--- config.mk ---
export PLATFORM = sky130hd
export DESIGN_NAME = rf_port_sequencer
export DESIGN_NICKNAME = d
export VERILOG_FILES = /design/src/rtl/rf_port_sequencer.sv
export SDC_FILE = /design/constraint.sdc
export NUM_CORES = 1
export LEC_CHECK = 0
export ABC_AREA = 1
export CAP_MARGIN = 20
export CORE_MARGIN = 2
export CORE_UTILIZATION = 25
export DETAILED_ROUTE_END_ITERATION = 8
export PLACE_DENSITY = 0.53
export SYNTH_ARGS = -nofsm -noshare
export SYNTH_HDL_FRONTEND = slang
export SYNTH_SLANG_ARGS = --single-unit
--- constraint.sdc ---
create_clock -name clk -period 1.7 [get_ports clk]
set_input_delay 0.255 -clock clk [delete_from_list [all_inputs] [get_ports clk]]
set_output_delay 0.255 -clock clk [all_outputs]
set_load 0.01 [all_outputs]
--- src/rtl/rf_port_sequencer.sv ---
// rf_port_sequencer: owns the single write port of the decode-stage register
// file. Clears x1..x31 after reset, then merges W-stage writes with debug
// read/write requests, W-stage first, with a bounded wait for debug writes.
module rf_port_sequencer #(
    parameter int NUM_REGS = 32,
    parameter int XLEN     = 32,
    parameter int MAX_WAIT = 8
) (
    input  logic            clk,
    input  logic            rst,
    input  logic            wb_we,
    input  logic [4:0]      wb_rd,
    input  logic [XLEN-1:0] wb_data,
    input  logic            dbg_req,
    input  logic            dbg_we,
    input  logic [4:0]      dbg_addr,
    input  logic [XLEN-1:0] dbg_wdata,
    output logic            dbg_ack,
    output logic [XLEN-1:0] dbg_rdata,
    output logic [4:0]      rf_dbg_raddr,
    input  logic [XLEN-1:0] rf_dbg_rdata,
    output logic            rf_we,
    output logic [4:0]      rf_waddr,
    output logic [XLEN-1:0] rf_wdata,
    output logic            stall_o,
    output logic            init_done
);

    localparam logic [4:0] LAST_IDX   = 5'(NUM_REGS - 1);
    localparam logic [3:0] MAX_WAIT_C = 4'(MAX_WAIT);

    typedef enum logic [2:0] {
        ST_CLEAR,
        ST_IDLE,
        ST_WAIT,
        ST_FORCE,
        ST_ACK
    } state_e;

    state_e            state_q, state_d;
    logic [4:0]        clr_idx_q, clr_idx_d;
    logic [3:0]        wait_cnt_q, wait_cnt_d;
    logic [XLEN-1:0]   dbg_rdata_q, dbg_rdata_d;
    logic              dbg_ack_q;
    logic              init_done_q;
    logic              wb_valid;

    // Writes to x0 are architecturally meaningless, so they never claim the port.
    assign wb_valid     = wb_we && (wb_rd != 5'd0);
    assign rf_dbg_raddr = dbg_addr;
    assign dbg_ack      = dbg_ack_q;
    assign dbg_rdata    = dbg_rdata_q;
    assign init_done    = init_done_q;

    // State register plus registered debug response and init flag.
    always_ff @(posedge clk) begin
        if (rst) begin
            state_q     <= ST_CLEAR;
            clr_idx_q   <= 5'd1;
            wait_cnt_q  <= 4'd0;
            dbg_rdata_q <= '0;
            dbg_ack_q   <= 1'b0;
            init_done_q <= 1'b0;
        end else begin
            state_q     <= state_d;
            clr_idx_q   <= clr_idx_d;
            wait_cnt_q  <= wait_cnt_d;
            dbg_rdata_q <= dbg_rdata_d;
            // The ack pulse is exactly the cycle spent in ACK.
            dbg_ack_q   <= (state_d == ST_ACK);
            init_done_q <= init_done_q || ((state_q == ST_CLEAR) && (clr_idx_q == LAST_IDX));
        end
    end

    // Next-state and write-port mux; W stage owns the port unless overridden.
    always_comb begin
        state_d     = state_q;
        clr_idx_d   = clr_idx_q;
        wait_cnt_d  = wait_cnt_q;
        dbg_rdata_d = dbg_rdata_q;
        rf_we       = wb_valid;
        rf_waddr    = wb_rd;
        rf_wdata    = wb_data;
        stall_o     = 1'b0;

        case (state_q)
            ST_CLEAR: begin
                stall_o   = 1'b1;
                rf_we     = 1'b1;
                rf_waddr  = clr_idx_q;
                rf_wdata  = '0;
                clr_idx_d = clr_idx_q + 5'd1;
                if (clr_idx_q == LAST_IDX) begin
                    state_d = ST_IDLE;
                end
            end
            ST_IDLE, ST_WAIT: begin
                if (dbg_req) begin
                    if (!dbg_we) begin
                        // Bypass the W-stage result so a read never returns stale data.
                        if (dbg_addr == 5'd0) begin
                            dbg_rdata_d = '0;
                        end else if (wb_valid && (wb_rd == dbg_addr)) begin
                            dbg_rdata_d = wb_data;
                        end else begin
                            dbg_rdata_d = rf_dbg_rdata;
                        end
                        wait_cnt_d = 4'd0;
                        state_d    = ST_ACK;
                    end else if (dbg_addr == 5'd0) begin
                        // Nothing to write; complete without touching the port.
                        wait_cnt_d = 4'd0;
                        state_d    = ST_ACK;
                    end else if (!wb_valid) begin
                        rf_we      = 1'b1;
                        rf_waddr   = dbg_addr;
                        rf_wdata   = dbg_wdata;
                        wait_cnt_d = 4'd0;
                        state_d    = ST_ACK;
                    end else if ((state_q == ST_WAIT) && (wait_cnt_q >= MAX_WAIT_C)) begin
                        state_d = ST_FORCE;
                    end else begin
                        wait_cnt_d = wait_cnt_q + 4'd1;
                        state_d    = ST_WAIT;
                    end
                end else begin
                    // Request withdrawn while waiting: abandon it quietly.
                    wait_cnt_d = 4'd0;
                    state_d    = ST_IDLE;
                end
            end
            ST_FORCE: begin
                // Freezing the pipeline keeps the dropped W write on its inputs,
                // so it is replayed in the following cycle.
                stall_o    = 1'b1;
                rf_we      = 1'b1;
                rf_waddr   = dbg_addr;
                rf_wdata   = dbg_wdata;
                wait_cnt_d = 4'd0;
                state_d    = ST_ACK;
            end
            ST_ACK: begin
                state_d = ST_IDLE;
            end
            default: begin
                state_d = ST_CLEAR;
            end
        endcase
    end

endmodule

==> impl_metrics.tcl, run 1 <==
set metrics [dict create \
    start_util 0.254 \
    port_buffers 188 \
    dp_slack_ns -0.791 \
    synthCells 517 \
    crit_top_cell "buf_6" \
    worst_hold_startpoint "rst" \
    postLayoutCoreUtil 0.477 \
    power.leakage_nw 2.89 \
    cp-end-kind "primary output" \
    wire_per_inst_um 14.6 \
    grt_max_degree 33 \
    antenna_cells 0 \
    finalSetupViolCount 49 \
    cp_max_fo 5 \
    reg2regPathDepth 10 \
    start_kind "register" \
    gp_congestion 0.818 \
    crit_chain "nor2_4 -> inv_2 -> nand3_4 -> inv_4 -> a21oi_4 -> buf_6 -> buf_6 -> o21ai_2 -> buf_2" \
    totalWireLength_um 14000 \
    power_density_mw_per_mm2 417 \
    min_period_ns 1.91 \
    synth_xor_xnor_area_share 0.0150 \
    nets 900 \
    synthAdderAreaFrac 0.0143 \
    place_hpwl_um 10400 \
    ys_warn_count 0 \
    layout_setup_ws_ns -0.215 \
    worstMarginPinSlew_ns 0.364 \
    finalPower_mw 2.74 \
    yosysTopAreaCellShare 0.263 \
    drt_drc_violations_left 0 \
    routed-via-count 4311 \
    grt_pass1_wl_um 21800 \
    synth_area_leaders "dfxtp_1 26%, nand2_1 14%, inv_1 9.1%" \
    clkTransAtPathRegs_ns 0.06 \
    clk-insertion-delay-late_ns 0.30 \
    dr.pass1.iters 4 \
    fin_crit_sh 1.13 \
    grt_pass1_vias 4360 \
    ant_nets 0 \
    critPathMaxStageDelay_ns 0.36 \
    cts_buffer_depth 2 \
    grt_overflow 0 \
    drive_above_1_share 0.376 \
    viasPerCell 4.47 \
    ff2ff_setup_slack_ns -0.02 \
    fmax_mhz 522 \
    netlist_area_mm2 0.00350 \
    r2r-end "dbg_rdata[11]$_SDFFE_PP0P_" \
    finalMaxSlewViolations 0 \
    fp.coreArea_mm2 0.0138 \
    status "finished with violations" \
    clockRootBuffer "clkbuf_16" \
    rr_startpoint "state_q[1]$_SDFF_PP0_" \
    synth-seq-cells 46 \
    antenna_found_initial 0 \
    placed_cell_area_mm2 0.00601 \
    vdd_drop_max_mv 0.368 \
    htreeDepth 2 \
    synth_top_cell_by_area "dfxtp_1" \
    area_delta_synth_final_pct 87.8 \
    dieWidth_um 122 \
    cpMaxStageDelayCell "dfxtp_4" \
    min_path_cells 3 \
    clock-sinks 46 \
    grt.total_usage 0.185 \
    hold_end "clr_idx_q[0]$_SDFFE_PP1N_" \
    max-cap-violations 0 \
    die_area_mm2 0.0150 \
    hold_viol_final 0 \
    critPathRequiredTime_ns 1.44 \
    cts_buffers 5 \
    synth_top_family_by_area "simple AND/OR/NAND/NOR gates" \
    crit_type "reg2out" \
    violations "negative setup slack" \
    skew_ns 0.00394 \
    stdcell_area_mm2 0.00657 \
    synth_compound_area_frac 0.166 \
    synthesis.nets 632 \
    synth_cell_types 34 \
    die_h_um 122 \
    drt_iter0_drc 210 \
    muxShareOfSynthArea 0 \
    rows 43 \
    ys_seq_area_frac 0.263 \
    relSlewSlack 0.757 \
    crit_arrival_ns 1.66 \
    cts_tree "done" \
    hp-class "in2reg" \
    rsz0062_at_grt "true" \
    synthSimpleGateAreaFrac 0.373 \
    ios 189 \
    synth_area_per_cell_um2 6.77 \
]
worst max path at each step:
stage	cells past startpoint	slack, ns	to	from
2_1_floorplan	7	0.18	rf_wdata[14]	state_q[2]$_SDFF_PP0_
3_3_place_gp	10	-0.74	rf_wdata[7]	wb_rd[4]
3_5_place_dp	10	-0.79	rf_wdata[30]	wb_rd[4]
4_1_cts	9	-0.21	rf_wdata[0]	state_q[1]$_SDFF_PP0_
5_1_grt	9	-0.30	rf_wdata[24]	state_q[1]$_SDFF_PP0_
6_report	9	-0.21	rf_wdata[5]	state_q[1]$_SDFF_PP0_
metrics by stage:
stage          cells  hold slack [ns]  TNS, ns
2_1_floorplan    517            0.415        0
3_3_place_gp     928            0.443   -39.68
3_5_place_dp     928            0.448   -40.94
4_1_cts          964            0.290    -6.18
5_1_grt          965            0.317   -13.68
6_report         965            0.293    -7.03
cells in the mapped netlist:
cell and count:
nand3b_4 1, clkinv_8 1, inv_2 4, o21ai_4 1, clkbuf_1 13, clkinv_1 1
a21oi_4 1, nor3_1 1, o21ai_1 33, buf_2 10, dfxtp_1 46, nand3_4 2
nor2_8 1, buf_6 1, a21boi_0 1, nor2_1 25, inv_4 1, xor2_1 3
nand3_1 14, buf_4 8, nand3_2 31, a21oi_2 30, o211ai_1 5, nand2_2 1
inv_1 85, o21ai_0 6, nor4_1 1, nor2_2 2, xnor2_1 3, a21oi_1 9
nand4_1 37, ha_1 4, buf_12 3, nand2_1 132
placed cells by master (no fill, tap or decap), drive strengths merged:
cell type	n
buf	152
clkdlybuf4s50	135
nand2	133
inv	90
nand3	47
dfxtp	46
a21oi	40
o21ai	40
nand4	37
nor2	28
dlygate4sd2	8
clkbuf	8
o211ai	5
ha	4
xor2	3
xnor2	3
clkinv	2
nand3b	1
nor3	1
a21boi	1
nor4	1
per-layer routing:
| metal | up-vias | GRT usage | part of all wire |
|---|---|---|---|
| met5 | - | 0 | 0 |
| met4 | 0 | 0.0524 | 0.015 |
| met3 | 16 | 0.0479 | 0.060 |
| met2 | 120 | 0.329 | 0.52 |
| met1 | 1969 | 0.217 | 0.41 |
| li1 | 2206 | - | - |
cells by family (layout without fill, tap and decap cells):
logic type	after synthesis	after routing
AND/OR/NAND/NOR	248	248
flip-flops	46	46
AO/OA/AOI/OAI	86	86
buffers and inverters	127	395
adder cells (fa/ha/maj)	4	4
XOR/XNOR	6	6
flip-flops by register name, indices dropped and copies added, names as in the netlist:
name / flops
clr_idx_q: 5
dbg_ack: 1
dbg_rdata: 32
init_done: 1
state_q: 3
wait_cnt_q: 4
worst max-delay path, delay by kind of cell (launching register included):
family          cells  cell delay [ns]
simple gates        2             0.20
compound gates      2             0.27
buf+inv             5             0.53
flops               1             0.36
area by class of cell:
class / instances / area [um^2]
Fill cell: 1444 / 7200
Inverter: 92 / 364
Sequential cell: 46 / 932
Multi-Input combinational cell: 344 / 2220
Tap cell: 180 / 225
Clock buffer: 7 / 133
Timing Repair Buffer: 296 / 2700
power by group:
part	internal (mW)	switching, mW
registers	1.08	0.0119
logic	0.395	0.295
clock network	0.539	0.421
total	2.02	0.728
repair_timing:
item / 4_1_cts / 5_1_grt
endpoints found under the setup margin: 71 / 71
cloned: 3 / 1
hold buffers: 0 / 0
buffers inserted: 27 / 2
resized for setup: 273 / 32
pin swaps: 19 / 9
endpoints found under the hold margin: 0 / 0
Power figures use the tool's default switching activity.
==> inputs of run 2 (changes only) <==
Settings changed: PLACE_DENSITY 0.53 to default.
==> run 2 against run 1 <==
The flow still finishes with violations (negative setup slack). Die area did not move. First-iteration DRC count fell by 46%. Final cell count fell by 0.62%. Non-clock buffer count fell by 5. Global-route usage rose by 0.63 points. Largest cell class unchanged. Clock skew rose by 0.0021 ns. Clock power rose by 2%. Highest routed layer unchanged. Maximum frequency fell by 2.6%. Via count rose by 0.53%.
==> impl_metrics.tcl, run 2 (synthesized netlist as in run 1, its figures left out) <==
set metrics [dict create \
    skew_ns 0.00608 \
    reg2regPathDepth 9 \
    routed-via-count 4334 \
    crit_family "buffers and inverters" \
    clk-insertion-delay-late_ns 0.28 \
    rr_startpoint "state_q[1]$_SDFF_PP0_" \
    port_buffers 188 \
    place_inst 923 \
    vdd_drop_max_mv 0.343 \
    largest_reg_flops 32 \
    area_delta_synth_final_pct 88.2 \
    relSlewSlack 0.760 \
    place_hpwl_um 10300 \
    gp_congestion 0.862 \
    min_period_ns 1.97 \
    r2r-end "dbg_rdata[13]$_SDFFE_PP0P_" \
    min_path_cells 2 \
    clkTransAtPathRegs_ns 0.06 \
    p_sw_frac 0.259 \
    wire_per_inst_um 15.1 \
    drt_iter0_drc 114 \
    cp-end-kind "primary output" \
    grt.total_usage 0.191 \
    power.leakage_nw 2.89 \
    tns_ns -7.27 \
    power_density_mw_per_mm2 423 \
    finalSetupViolCount 39 \
    die_area_mm2 0.0150 \
    holdWs_ns 0.227 \
    finalMaxSlewViolations 0 \
    cpMaxStageDelayCell "dfxtp_4" \
    antenna_found_initial 0 \
    clockRootBuffer "clkbuf_16" \
    drt_drc_violations_left 0 \
    violations "negative setup slack" \
    cts_buffers 5 \
    seqPwrFrac 0.391 \
    cts_hold_buf 0 \
    dr.pass1.iters 4 \
    critPathMaxStageDelay_ns 0.36 \
    final_cells 959 \
    rsz0062_at_grt "true" \
    drive_above_1_share 0.339 \
    max-cap-violations 0 \
    rows 43 \
    switching_power_mw 0.721 \
    ios 189 \
    antenna_cells 0 \
    n_fill_cell 1391 \
    cts_buffer_depth 2 \
    start_util 0.254 \
    path_buf_inv 6 \
    hp-class "in2reg" \
    worst_hold_startpoint "rst" \
    ant_nets 0 \
    postLayoutCoreUtil 0.478 \
    layout_commonest_cell "clkdlybuf4s50_1" \
    hold_end "init_done$_SDFF_PP0_" \
    crit_type "reg2out" \
    status "finished with violations" \
    p_comb_frac 0.258 \
    cts_tree "done" \
    nets 895 \
    dieWidth_um 122 \
    grt_pass1_wl_um 22400 \
    grt_max_degree 24 \
    clock-sinks 46 \
    fin_crit_sh 1.16 \
    totalWireLength_um 14500 \
    fp.coreArea_mm2 0.0138 \
    grt_overflow 0 \
    worstMarginPinSlew_ns 0.360 \
    ff2ff_setup_slack_ns 0.03 \
    p_int_mw 2.07 \
    start_kind "register" \
    htreeDepth 2 \
    critPathRequiredTime_ns 1.44 \
    crit_arrival_ns 1.71 \
    grt_pass1_vias 4404 \
    viasPerCell 4.52 \
    fmax_mhz 509 \
    clkPwrFrac 0.351 \
    mostFrequentLayoutCells "135 x clkdlybuf4s50_1, 126 x nand2_1, 83 x inv_1" \
    layout_setup_ws_ns -0.266 \
    die_h_um 122 \
    cp_max_fo 5 \
    crit_chain "nor2_4 -> inv_2 -> nand3_4 -> inv_4 -> a21oi_4 -> buf_6 -> buf_12 -> inv_4 -> nand2_2 -> nand3_2 -> buf_6" \
    hold_viol_final 0 \
]
==> run 2: changes by cell type in the layout (fill, tap and decap cells not counted), moves of 5 or more <==
cell     previous run  this run
nand2_1           115       126
buf_6              24        11
buf_8               6         1
o21ai_2            26        11
buf_16              1         6
o21ai_1             8        23
buf_12              5        14
nand2_2            13         4
==> run 2: worst max-delay path by stage <==
stage / from / to / slack, ns / cells past startpoint
CTS: state_q[1]$_SDFF_PP0_ / rf_waddr[0] / -0.24 / 11
global route: state_q[0]$_SDFF_PP0_ / rf_waddr[0] / -0.33 / 11
detailed placement: wb_rd[2] / rf_wdata[0] / -0.80 / 10
floorplan: state_q[2]$_SDFF_PP0_ / rf_wdata[14] / 0.18 / 7
global placement: wb_rd[2] / rf_wdata[0] / -0.78 / 10
finish: state_q[0]$_SDFF_PP0_ / rf_waddr[0] / -0.27 / 11
==> run 2: cell type report <==
type	count	area, um^2	area share
clock buffers	6	139	0.0211
repair buffers	291	2790	0.424
flip-flops and latches	46	932	0.142
multi-input cells	344	2130	0.324
well taps	180	225	0.0342
inverters	92	367	0.0557
==> run 2: metal layers <==
metal,up-vias,share of wire,track usage
met5,-,0,0
li1,2180,-,-
met1,2017,0.41,0.228
met3,12,0.052,0.0376
met4,0,0.012,0.0467
met2,125,0.52,0.349
==> run 2: power by group through the flow <==
stage	combinational (mW)	clock (mW)	sequential, mW
3_3_place_gp	0.643	0	1.12
5_1_grt	0.774	1.04	1.09
6_report	0.719	0.979	1.09
2_1_floorplan	0.214	0	1.12
4_1_cts	0.717	1.00	1.09
3_5_place_dp	0.647	0	1.12
==> run 2: through the flow <==
step,power (mW),cell area [um^2],setup WS (ns)
floorplan,1.33,3500,0.184
global placement,1.76,6000,-0.782
global route,2.90,6590,-0.332
finish,2.79,6590,-0.266
CTS,2.81,6580,-0.242
detailed placement,1.77,6000,-0.803
==> run 2: what timing repair did <==
action,in CTS,in global routing
gates cloned,10,1
gates resized for setup,248,18
buffers inserted,24,4
endpoints found under the hold margin,0,0
pin swaps,27,14
endpoints found under the setup margin,71,69
==> run 2: worst reg2reg max path, cell delays in order (launching register included) <==
cell	delay (ns)
dfxtp_4	0.36
nand2_2	0.12
nand3_4	0.13
inv_4	0.09
buf_4	0.17
nand3b_4	0.13
nor2_8	0.19
buf_12	0.17
nand3_2	0.10
a21oi_2	0.15
